**src/rtl/cpu_pkg.sv**
```systemverilog
// Shared CPU definitions for the load/store unit: word width, LSU FSM states,
// funct3 access codes and size/alignment helpers.
package cpu_pkg;

  localparam int WORD = 32;

  typedef enum logic [1:0] {
    IDLE = 2'd0,
    REQ  = 2'd1,
    WAIT = 2'd2,
    DONE = 2'd3
  } lsu_state_t;

  localparam logic [2:0] F3_LB  = 3'b000;
  localparam logic [2:0] F3_LH  = 3'b001;
  localparam logic [2:0] F3_LW  = 3'b010;
  localparam logic [2:0] F3_LBU = 3'b100;
  localparam logic [2:0] F3_LHU = 3'b101;

  typedef enum logic [1:0] {
    SZ_B = 2'd0,
    SZ_H = 2'd1,
    SZ_W = 2'd2
  } lsu_size_t;

  // Unlisted encodings (011, 110, 111) fall through to a full word.
  function automatic lsu_size_t f3_size(input logic [2:0] f3);
    case (f3)
      F3_LB, F3_LBU: return SZ_B;
      F3_LH, F3_LHU: return SZ_H;
      default:       return SZ_W;
    endcase
  endfunction

  function automatic logic f3_misaligned(input logic [2:0] f3, input logic [1:0] lo);
    case (f3_size(f3))
      SZ_H:    return lo[0];
      SZ_W:    return lo != 2'b00;
      default: return 1'b0;
    endcase
  endfunction

endpackage

```
**src/rtl/lsu_align.sv**
```systemverilog
// Combinational lane logic for the LSU: byte enables, store-data replication
// and load lane extraction with sign/zero extension.
module lsu_align
  import cpu_pkg::*;
(
  input  logic [2:0]      funct3,
  input  logic [1:0]      addr_lo,
  input  logic [WORD-1:0] wdata,
  input  logic [WORD-1:0] rdata,
  output logic [3:0]      be,
  output logic [WORD-1:0] wdata_rep,
  output logic [WORD-1:0] ld_ext
);

  lsu_size_t   size;
  logic        uns;
  logic [7:0]  b_lane;
  logic [15:0] h_lane;

  always_comb begin
    size      = f3_size(funct3);
    uns       = funct3[2];
    b_lane    = rdata[{addr_lo, 3'b000} +: 8];
    // Halfword lanes use addr[1] only, so an odd address is aligned down.
    h_lane    = addr_lo[1] ? rdata[31:16] : rdata[15:0];
    be        = 4'b1111;
    wdata_rep = wdata;
    ld_ext    = rdata;
    case (size)
      SZ_B: begin
        be        = 4'b0001 << addr_lo;
        wdata_rep = {4{wdata[7:0]}};
        ld_ext    = {{24{~uns & b_lane[7]}}, b_lane};
      end
      SZ_H: begin
        be        = addr_lo[1] ? 4'b1100 : 4'b0011;
        wdata_rep = {2{wdata[15:0]}};
        ld_ext    = {{16{~uns & h_lane[15]}}, h_lane};
      end
      default: ;
    endcase
  end

endmodule

```
**src/rtl/lsu.sv**
```systemverilog
// Load/store unit: one outstanding access on a valid/grant memory port, PC stall
// until completion. Misalignment trapping is enabled by LSU_MISALIGN_TRAP_EN.
//
// state | meaning
// IDLE  | no access in flight; capture request when req_valid
// REQ   | mem_req high, fields held until mem_gnt
// WAIT  | load granted, waiting for mem_rvalid
// DONE  | access retires: stall released, ld_valid for loads
module lsu
  import cpu_pkg::*;
#(
  parameter int ADDR_W = 32,
  parameter int DATA_W = 32
) (
  input  logic              clk,
  input  logic              reset,
  input  logic              req_valid,
  input  logic              req_we,
  input  logic [2:0]        req_funct3,
  input  logic [ADDR_W-1:0] req_addr,
  input  logic [DATA_W-1:0] req_wdata,
  output logic              stall,
  output logic              ld_valid,
  output logic [DATA_W-1:0] ld_data,
  output logic              misalign,
  output logic              mem_req,
  output logic              mem_we,
  output logic [ADDR_W-1:0] mem_addr,
  output logic [DATA_W-1:0] mem_wdata,
  output logic [3:0]        mem_be,
  input  logic              mem_gnt,
  input  logic              mem_rvalid,
  input  logic [DATA_W-1:0] mem_rdata
);

`ifdef LSU_MISALIGN_TRAP_EN
  localparam bit TRAP_EN = 1'b1;
`else
  localparam bit TRAP_EN = 1'b0;
`endif

  lsu_state_t        state;
  logic [ADDR_W-1:0] addr_r;
  logic              we_r;
  logic [2:0]        f3_r;
  logic [DATA_W-1:0] wdata_r;
  logic [DATA_W-1:0] ld_data_r;
  logic              mis_r;

  logic              trap;
  logic              in_req;
  logic [3:0]        be;
  logic [DATA_W-1:0] wdata_rep;
  logic [DATA_W-1:0] ld_ext;

  assign trap = TRAP_EN && f3_misaligned(req_funct3, req_addr[1:0]);

  lsu_align u_align (
    .funct3    (f3_r),
    .addr_lo   (addr_r[1:0]),
    .wdata     (wdata_r),
    .rdata     (mem_rdata),
    .be        (be),
    .wdata_rep (wdata_rep),
    .ld_ext    (ld_ext)
  );

  always_ff @(posedge clk or posedge reset) begin
    if (reset) begin
      state     <= IDLE;
      addr_r    <= '0;
      we_r      <= 1'b0;
      f3_r      <= '0;
      wdata_r   <= '0;
      ld_data_r <= '0;
      mis_r     <= 1'b0;
    end else begin
      case (state)
        IDLE: begin
          if (req_valid) begin
            addr_r  <= req_addr;
            we_r    <= req_we;
            f3_r    <= req_funct3;
            wdata_r <= req_wdata;
            if (trap) begin
              mis_r <= 1'b1;
              state <= DONE;
            end else begin
              state <= REQ;
            end
          end
        end
        REQ: begin
          if (mem_gnt) begin
            if (we_r) begin
              mis_r <= 1'b0;
              state <= DONE;
            end else begin
              state <= WAIT;
            end
          end
        end
        WAIT: begin
          if (mem_rvalid) begin
            ld_data_r <= ld_ext;
            mis_r     <= 1'b0;
            state     <= DONE;
          end
        end
        default: state <= IDLE;
      endcase
    end
  end

  // Memory fields are zero outside REQ so nothing stale leaks onto the port.
  assign in_req    = (state == REQ);
  assign mem_req   = in_req;
  assign mem_we    = in_req & we_r;
  assign mem_addr  = in_req ? {addr_r[ADDR_W-1:2], 2'b00} : '0;
  assign mem_wdata = in_req ? wdata_rep : '0;
  assign mem_be    = in_req ? be : 4'b0000;

  assign stall    = (state != DONE) & (req_valid | (state != IDLE));
  assign ld_valid = (state == DONE) & ~we_r & ~mis_r;
  assign ld_data  = ld_data_r;
  assign misalign = TRAP_EN & mis_r;

endmodule
```
**config.mk**
```make
export PLATFORM = sky130hd
export DESIGN_NAME = lsu
export DESIGN_NICKNAME = d
export VERILOG_FILES = /design/src/rtl/cpu_pkg.sv /design/src/rtl/lsu_align.sv /design/src/rtl/lsu.sv
export SDC_FILE = /design/constraint.sdc
export NUM_CORES = 1
export LEC_CHECK = 0
export ABC_AREA = 1
export BUFFER_PORTS_ARGS = -buffer_cell sky130_fd_sc_hd__buf_2
export CORE_MARGIN = 2
export CORE_UTILIZATION = 50
export DETAILED_ROUTE_END_ITERATION = 16
export GPL_TIMING_DRIVEN = 0
export HOLD_SLACK_MARGIN = 0.03
export PLACE_DENSITY_LB_ADDON = 0.15
export SLEW_MARGIN = 5
export SYNTH_ARGS = -nofsm -noshare
export SYNTH_HDL_FRONTEND = slang
export SYNTH_HIERARCHICAL = 1
export SYNTH_SLANG_ARGS = --single-unit
```
**constraint.sdc**
```tcl
create_clock -name clk -period 5.9 [get_ports clk]
set_input_delay 0.885 -clock clk [delete_from_list [all_inputs] [get_ports clk]]
set_output_delay 0.885 -clock clk [all_outputs]
set_load 0.03 [all_outputs]
```
==> results of run 1 <==
[cells by family after synthesis]
logic type,Yosys count,synth area share [%]
AND/OR/NAND/NOR,578,42.5
flip-flops,102,42.5
other,1,0.0624
adder cells (fa/ha/maj),5,1.04
buffers and inverters,150,12.8
AO/OA/AOI/OAI,10,1.10
[final cells by class]
| class | count | area share, % |
|---|---|---|
| Inverter | 85 | 4.46 |
| Sequential cell | 102 | 33.8 |
| Tap cell | 147 | 2.44 |
| Timing Repair Buffer | 205 | 13.9 |
| Multi-Input combinational cell | 596 | 35.7 |
| Clock inverter | 4 | 0.630 |
| Buffer | 65 | 5.79 |
| Clock buffer | 11 | 3.22 |
[where the power goes]
group	total, mW	internal, mW	switching, mW
Sequential	1.23	1.02	0.218
Combinational	2.45	0.787	1.66
Clock	0.590	0.337	0.253
[registers in the layout (all words and copies together) (netlist names)]
signal / flops
we_r: 1
state: 2
f3_r: 3
wdata_r: 32
ld_data: 32
addr_r: 32
[routing by layer]
| layer | vias up | global-route usage (%) | part of all wire, % |
|---|---|---|---|
| li1 | 3008 | - | - |
| met1 | 2795 | 36.2 | 43 |
| met2 | 257 | 43.0 | 47 |
| met3 | 25 | 5.15 | 8.0 |
| met4 | 0 | 8.78 | 2.0 |
| met5 | - | 0 | 0 |
[worst reg2reg max path, stage by stage (launching register included)]
cell and delay [ns]:
dfrtp_1 0.37, buf_6 0.17, clkbuf_1 0.48, nand2_1 0.21, nand3_2 0.12, nand3_1 0.07, nand2_1 0.07
[worst min-delay path by stage]
stage / endpoint / slack, ns / startpoint
floorplan: addr_r[10]$_DFFE_PP0P_ / 0.44 / addr_r[10]$_DFFE_PP0P_
global placement: ld_data[5]$_DFFE_PP0P_ / 0.45 / ld_data[5]$_DFFE_PP0P_
detailed placement: ld_data[1]$_DFFE_PP0P_ / 0.45 / ld_data[1]$_DFFE_PP0P_
CTS: ld_data[1]$_DFFE_PP0P_ / 0.47 / ld_data[1]$_DFFE_PP0P_
global route: ld_data[8]$_DFFE_PP0P_ / 0.49 / ld_data[8]$_DFFE_PP0P_
finish: ld_data[1]$_DFFE_PP0P_ / 0.46 / ld_data[1]$_DFFE_PP0P_
[placed cells by master (no fill, tap or decap), types with 2 or more instances in the layout]
master / count
buf_6: 6
inv_1: 77
buf_4: 21
conb_1: 3
nand2_4: 7
nand3_1: 133
nor2_1: 3
buf_12: 2
nand2_1: 410
clkinv_2: 2
nand2_2: 2
a21oi_1: 3
buf_2: 233
o21ai_0: 2
o21ai_1: 2
nand3_4: 2
nand3_2: 20
inv_6: 3
dfrtp_1: 102
o211ai_1: 2
inv_2: 4
clkbuf_1: 8
clkbuf_16: 9
ha_1: 5
==> run summary, run 1 <==
H-tree levels = 3
core footprint = 11900 µm²
clk root buf = clkbuf_16
Max-slew headroom = 60.6%
syn_area_per_cell = 7.10 µm²
First-pass DRT Iterations = 6
Die Y = 114 µm
period utilization = 48.5%
share of layout cells above drive strength 1 = 29.8%
CP required = 5.02 ns
critical path class = reg -> out
clk buf depth = 2
VDD IR max = 0.246 mV
Top Ports = 210
worst reg2reg endpoint = ld_data[22]$_DFFE_PP0P_
Worst Hold Depth = 2
Worst path most repeated cell = buf_2
crit path buf inv count = 5
setup TNS = 0 ns
placed cell areas = 7250 µm²
Setup Slack @ Placement = 3.44 ns
Worst Tran Pin Value = 0.590 ns
sequential share of the synthesized area = 42.5%
pwr/cell area = 567 nW/µm²
WP depth = 7
Synth cell types = 24
Register Area = 2550 µm²
die area = 12900 µm²
post-route total power = 4.27 mW
Final Setup Violations = 0
Vias/cell = 5.01
crit path from = state[1]$_DFFE_PP0P_
chip width = 114 µm
wire length per cell = 14.0 µm
Residual DRC = 0
Detailed Route WL = 17.0 mm
DRT iter0 DRCs = 492
status = finished, final reports clean
CP Max Fanout = 10
final hold vios = 0
clock period minus worst slack = 2.86 ns
cts bufs inserted = 9
crit path launch type = register
CP endpoint kind = output port
top_reg_cell synth = dfrtp_1
initial core utilization = 50.7%
worst r2r path cells = 6
Setup Fix Bufs, Post-CTS = 0
P_leak = 5.02 nW
Site Rows = 40
fillers = 1179
unrepaired setup endpoints after global routing = no
max_cap viols = 0
antenna violations before repair = 0
synthesized area = 6010 µm²
Seq cells post-synth = 102
Yosys top cell area share = 42.5%
top cells by area, synth = dfrtp_1 (42%), nand2_1 (26%), nand3_1 (11%), inv_1 (4.9%), nand3_2 (3.3%)
top cells by count, synth = nand2_1 (410), nand3_1 (133), dfrtp_1 (102)
Reg-to-Reg Start = f3_r[1]$_DFFE_PP0P_
CP max-delay cell = dfrtp_1
GRT Resource Usage Total = 26.6%
first-pass GRT wire length = 27.0 mm
Multi-input gate area = 2690 µm²
top-count cell post-synth = nand2_1
Post-Layout Cell Count = 1215
WP data arrival = 1.98 ns
post-synth top area cell = dfrtp_1
post-layout net count = 1174
async set or reset register ratio after synthesis = 100%
Max Freq = 350 MHz
GP Congestion = 0.917
Via Count = 6085
DRT antenna net count = 0
CTS Hold Bufs = 0
Worst Setup EP = mem_be[3]
DP Wirelength = 13.0 mm
EDFF count, synth = 0
CTS tree = yes
Antenna Cells = 0
synth-to-layout area growth = 25.5%
Final WS setup = 3.04 ns
dpl cells = 1200
cells after synthesis = 846
largest net degree at the start of global routing = 65
hold_ws = 0.462 ns
post_cts resized = 0
max-slew violations = 0
gr ovfl total = 0
PortBufs = 204
Clk Latency, worst-skew pair = 0.34 ns
yosys warns = 6
Layout Utilization = 63.6%
skew final = 0.00465 ns
worst hold-check path type = reg -> reg
Crit path max-delay family = buffers and inverters
Worst-path clk slew = 0.07 ns
Critical Path, Cell by Cell = inv_1 > ha_1 > buf_2 > buf_2 > nand2_1 > inv_1 > buf_2
number of global-route vias before repair = 5464
reg2reg setup slack = 4.36 ns
crit-path max cell delay = 0.42 ns
fin area = 7540 µm²
number of clock sinks = 102
(Power assumes the default switching activity.)
==> run 2, diff against run 1 <==
- ABC_AREA: 1 -> 0
- clock period: 5.9 -> 3 ns (I/O delays scaled with it)
==> run 2 against run 1 <==
Net effect: clock skew rose by 0.0016 ns; die area shrank 3.7%; count of clock-buffer cells in the layout is 2 lower; synthesized cell count is 43% lower; non-clock buffer count down 13; via count shrank 26%; sequential power up 110%; largest cell class unchanged.
==> run summary, run 2 <==
wire length per cell = 17.3 µm (+24%)
Die Y = 111 µm (-1.9%)
DP Wirelength = 11.3 mm (-13%)
initial core utilization = 50.8% (+0.14 points)
CTS Hold Bufs = 0 (unchanged)
H-tree levels = 3 (unchanged)
commonest cells after routing, fill and taps aside = buf_2 (220), dfrtp_1 (102), mux2_2 (94)
Clk Latency, worst-skew pair = 0.36 ns (+0.02 ns)
synthesized area = 5780 µm² (-3.9%)
First-pass DRT Iterations = 4 (-2)
Setup Fix Bufs, Post-CTS = 0 (unchanged)
Via Count = 4486 (-26%)
CP endpoint kind = output port
die area = 12400 µm² (-3.7%)
PortBufs = 206 (+0.98%)
max-slew violations = 0 (unchanged)
critical path class = reg -> out
Yosys top cell area share = 44.2% (+1.7 points)
EDFF count, synth = 0 (unchanged)
post-synth top area cell = dfrtp_1
top cells by count, synth = dfrtp_1 (102), mux2_2 (94), and2_1 (69)
sequential share of the synthesized area = 44.2% (+1.7 points)
VDD IR max = 0.911 mV (+270%)
Worst Tran Pin Value = 0.865 ns (+0.274 ns)
worst reg2reg endpoint = ld_data[13]$_DFFE_PP0P_
Final Setup Violations = 0 (unchanged)
DRT iter0 DRCs = 258 (-48%)
reg2reg setup slack = 1.12 ns (-3.24 ns)
Synth cell types = 34 (+42%)
fillers = 983 (-17%)
number of global-route vias before repair = 4721 (-14%)
yosys warns = 6 (unchanged)
Max-slew headroom = 42.2% (-18 points)
Multi-input gate area = 2880 µm² (+7.0%)
setup TNS = 0 ns (unchanged)
top cells by area, synth = dfrtp_1 (44%), mux2_2 (18%), and2_1 (7.5%), mux2_4 (7.0%), mux2i_1 (2.8%)
unrepaired setup endpoints after global routing = no
Site Rows = 39 (-2.5%)
first-pass GRT wire length = 23.8 mm (-12%)
CP Max Fanout = 10 (unchanged)
Top Ports = 210 (unchanged)
Reg-to-Reg Start = addr_r[0]$_DFFE_PP0P_
GP Congestion = 0.843 (-8.1%)
number of clock sinks = 102 (unchanged)
final hold vios = 0 (unchanged)
status = finished, final reports clean
syn_area_per_cell = 12.0 µm² (+69%)
cts bufs inserted = 9 (unchanged)
core footprint = 11400 µm² (-4.1%)
synth-to-layout area growth = 26.7%
GRT Resource Usage Total = 24.3% (-2.2 points)
CTS tree = yes
CP required = 2.55 ns (-2.47 ns)
post-layout net count = 813 (-31%)
worst r2r path cells = 5 (-1)
skew final = 0.00626 ns (+0.00161 ns)
share of layout cells above drive strength 1 = 55.2% (+25 points)
DRT antenna net count = 0 (unchanged)
period utilization = 94.1%
largest net degree at the start of global routing = 38 (-42%)
most common cell after layout, fill and taps aside = buf_2
antenna violations before repair = 0 (unchanged)
clock period minus worst slack = 2.82 ns
fin area = 7320 µm² (-3.0%)
P_leak = 3.75 nW (-25%)
Detailed Route WL = 14.7 mm (-13%)
Vias/cell = 5.27 (+5.3%)
Worst-path clk slew = 0.07 ns (about the same)
top_reg_cell synth = dfrtp_1
crit path from = state[1]$_DFFE_PP0P_
chip width = 111 µm (-1.9%)
post_cts resized = 0 (unchanged)
Seq cells post-synth = 102 (unchanged)
Max Freq = 354 MHz
WP data arrival = 2.37 ns (+0.39 ns)
crit path launch type = register
cells after synthesis = 482 (-43%)
clk buf depth = 2 (unchanged)
Antenna Cells = 0 (unchanged)
async set or reset register ratio after synthesis = 100% (unchanged)
top-count cell post-synth = dfrtp_1
clk root buf = clkbuf_16
placed cell areas = 7040 µm² (-3.0%)
gr ovfl total = 0 (unchanged)
Residual DRC = 0 (unchanged)
max_cap viols = 0 (unchanged)
pwr/cell area = 1230 nW/µm² (+120%)
Register Area = 2550 µm² (unchanged)
worst hold-check path type = in -> async
==> run 2: cell count changes after synthesis, moves of 15 or more <==
cell,before,now
and2_1,0,69
o22ai_1,0,16
inv_1,78,8
mux2i_1,0,16
nand2_1,410,18
nand3_2,20,0
mux2_2,0,94
nand3_1,133,0
buf_2,29,14
mux2_4,0,27
nor2b_1,0,20
==> run 2: cell type report <==
cell class	count	area share (%)
Timing Repair Buffer	208	14.6
Sequential cell	102	34.9
Clock inverter	7	0.769
Multi-Input combinational cell	325	39.4
Clock buffer	9	3.08
Buffer	49	4.36
Inverter	8	0.462
Tap cell	143	2.44
==> run 2: worst max-delay path by stage <==
stage / endpoint / slack, ns / cells after the start
3_3_place_gp: mem_wdata[25] / 0.55 / 6
4_1_cts: mem_wdata[25] / 0.13 / 6
6_report: mem_wdata[22] / 0.18 / 6
5_1_grt: mem_wdata[22] / 0.007 / 6
3_5_place_dp: mem_wdata[25] / 0.53 / 6
2_1_floorplan: mem_wdata[10] / 1.07 / 6
==> run 2: routing by layer <==
metal | global-route usage, % | vias to the layer above | wire (µm)
met2 | 41.1 | 165 | 7420
met1 | 29.9 | 2196 | 5930
met5 | 0 | - | 0
met4 | 6.34 | 0 | 182
met3 | 8.71 | 12 | 1180
li1 | - | 2113 | -
==> run 2: cell families after synthesis <==
group	share of synthesized area, %
muxes	28.1
and+or+nand+nor	12.3
DFF	44.2
AOI/OAI and AO/OA	8.21
buffers and inverters	6.04
adders and majority gates	1.08
other	0.0649
==> run 2: metrics by stage <==
stage                     hold WS, ns  setup slack, ns  std cells  total power [mW]  utilization [%]
after floorplan                 0.470             1.07        484              6.52                -
after global placement          0.479            0.550        833              7.72             61.5
after detailed placement        0.486            0.526        835              7.89             61.9
after CTS                       0.278            0.126        851              9.05             64.4
after global routing            0.304          0.00708        851              9.55             64.4
final                           0.255            0.176        851              8.97             64.4
==> run 2: power by group <==
group / leakage [nW] / internal (mW) / switching [mW]
Combinational: 2.39 / 2.37 / 2.95
Sequential: 1.22 / 2.08 / 0.442
Clock: 0.142 / 0.573 / 0.550
==> run 2: critical path: stages (launching register included) <==
cell and delay, ns:
dfrtp_1 0.42, inv_1 0.12, ha_1 0.25, clkbuf_1 0.37, clkbuf_1 0.45, and2_1 0.21
buf_2 0.21
==> run 3, diff against run 2 <==
- CORE_MARGIN: 2 -> 4
==> run 3 against run 2 <==
Net effect: die area up 7.3%; first-iteration DRC count shrank 23%; largest power group unchanged; highest routed layer unchanged; wire length increased by 5.0%; critical endpoint is now mem_wdata[31]; critical path depth did not move; total power rose by 0.20%; sequential power barely moved; non-clock buffer count unchanged.
==> run summary, run 3 (synthesis results as in run 2) <==
unrepaired setup endpoints after global routing = no
share of layout cells above drive strength 1 = 54.8% (-0.42 points)
initial core utilization = 52.1% (+1.3 points)
placed cell areas = 7030 µm² (about the same)
Max Freq = 357 MHz (+0.73%)
crit path launch type = register
synth-to-layout area growth = 26.5%
cts bufs inserted = 9 (unchanged)
clk buf depth = 2 (unchanged)
worst r2r path cells = 5 (unchanged)
First-pass DRT Iterations = 6 (+2)
Setup Slack @ Placement = 0.539 ns (+0.0131 ns)
number of clock sinks = 102 (unchanged)
status = finished, final reports clean
first-pass GRT wire length = 24.4 mm (+2.6%)
final hold vios = 0 (unchanged)
pwr/cell area = 1230 nW/µm² (+0.37%)
P_leak = 3.73 nW (-0.39%)
die area = 13300 µm² (+7.3%)
CP max-delay cell = dfrtp_1
crit path from = state[1]$_DFFE_PP0P_
wire length per cell = 18.2 µm (+5.3%)
H-tree levels = 3 (unchanged)
worst hold-check path type = in -> async
WP data arrival = 2.35 ns (-0.02 ns)
chip width = 115 µm (+3.6%)
DRT antenna net count = 0 (unchanged)
setup TNS = 0 ns (unchanged)
crit-path max cell delay = 0.42 ns (-0.03 ns)
Crit path max-delay family = buffers and inverters
Worst Tran Pin Value = 0.735 ns (-0.130 ns)
GRT Resource Usage Total = 23.7% (-0.63 points)
clock period minus worst slack = 2.80 ns (-0.0204 ns)
WP depth = 6 (unchanged)
Vias/cell = 5.27 (about the same)
Setup Fix Bufs, Post-CTS = 0 (unchanged)
commonest cells after routing, fill and taps aside = buf_2 (220), dfrtp_1 (102), mux2_2 (94)
reg2reg setup slack = 1.07 ns (-0.05 ns)
Worst-path clk slew = 0.07 ns (about the same)
Site Rows = 38 (-2.6%)
Via Count = 4472 (-0.31%)
largest net degree at the start of global routing = 40 (+5.3%)
CP Max Fanout = 10 (unchanged)
skew final = 0.00613 ns (-0.000132 ns)
period utilization = 93.4% (-0.68 points)
number of global-route vias before repair = 4808 (+1.8%)
GP Congestion = 0.875 (+3.8%)
Max-slew headroom = 50.9% (+8.7 points)
Residual DRC = 0 (unchanged)
Clk Latency, worst-skew pair = 0.35 ns (about the same)
max_cap viols = 0 (unchanged)
fin area = 7310 µm² (-0.17%)
antenna violations before repair = 1 (+1)
CTS Hold Bufs = 0 (unchanged)
Reg-to-Reg Start = addr_r[0]$_DFFE_PP0P_
PortBufs = 206 (unchanged)
worst reg2reg endpoint = ld_data[12]$_DFFE_PP0P_
Layout Utilization = 66.0% (+1.6 points)
crit path buf inv count = 4 (unchanged)
gr ovfl total = 0 (unchanged)
max-slew violations = 0 (unchanged)
Worst Setup EP = mem_wdata[31]
Die Y = 115 µm (+3.6%)
core footprint = 11100 µm² (-2.6%)
clk root buf = clkbuf_16
Worst path most repeated cell = clkbuf_1
Critical Path, Cell by Cell = inv_1 > ha_1 > clkbuf_1 > clkbuf_1 > and2_1 > buf_2
CP required = 2.55 ns (about the same)
Final Setup Violations = 0 (unchanged)
DP Wirelength = 12.0 mm (+5.7%)
Final WS setup = 0.197 ns (+0.0204 ns)
critical path class = reg -> out
CTS tree = yes
VDD IR max = 0.848 mV (-7.0%)
most common cell after layout, fill and taps aside = buf_2
post_cts resized = 0 (unchanged)
hold_ws = 0.208 ns (-0.0474 ns)
Top Ports = 210 (unchanged)
Detailed Route WL = 15.4 mm (+5.0%)
DRT iter0 DRCs = 198 (-23%)
post-layout net count = 813 (unchanged)
CP endpoint kind = output port
[run 3: worst min-delay path by stage]
| stage | to | slack, ns | startpoint |
|---|---|---|---|
| 2_1_floorplan | addr_r[27]$_DFFE_PP0P_ | 0.47 | addr_r[27]$_DFFE_PP0P_ |
| 3_3_place_gp | addr_r[2]$_DFFE_PP0P_ | 0.48 | addr_r[2]$_DFFE_PP0P_ |
| 3_5_place_dp | addr_r[12]$_DFFE_PP0P_ | 0.48 | addr_r[12]$_DFFE_PP0P_ |
| 4_1_cts | addr_r[25]$_DFFE_PP0P_ | 0.23 | reset |
| 5_1_grt | addr_r[29]$_DFFE_PP0P_ | 0.26 | reset |
| 6_report | addr_r[29]$_DFFE_PP0P_ | 0.21 | reset |
[run 3: stage by stage]
stage / power (mW) / cells
CTS: 9.06 / 848
finish: 8.99 / 849
floorplan: 6.52 / 484
global route: 9.56 / 849
global placement: 7.75 / 830
detailed placement: 7.94 / 832
[run 3: report_power, final]
| group | total (mW) | internal, mW | switching, mW |
|---|---|---|---|
| logic | 5.35 | 2.37 | 2.98 |
| clock network | 1.09 | 0.568 | 0.520 |
| registers | 2.55 | 2.09 | 0.460 |
| total | 8.99 | 5.03 | 3.96 |
[run 3: per-layer routing]
layer	up-vias	wire, µm	part of all wire, %	track usage (%)
met3	29	1320	8.6	7.21
met2	189	7670	50	39.4
met1	2138	6080	39	28.5
li1	2116	-	-	-
met5	-	0	0	0
met4	0	373	2.4	10.5
[run 3: area by class of cell]
| type | count | area, µm² |
|---|---|---|
| Inverter | 8 | 33.8 |
| Clock buffer | 12 | 236 |
| Clock inverter | 4 | 33.8 |
| Antenna cell | 1 | 2.50 |
| Buffer | 49 | 319 |
| Sequential cell | 102 | 2550 |
| Fill cell | 918 | 3770 |
| Timing Repair Buffer | 208 | 1070 |
| Multi-Input combinational cell | 325 | 2880 |
| Tap cell | 140 | 175 |
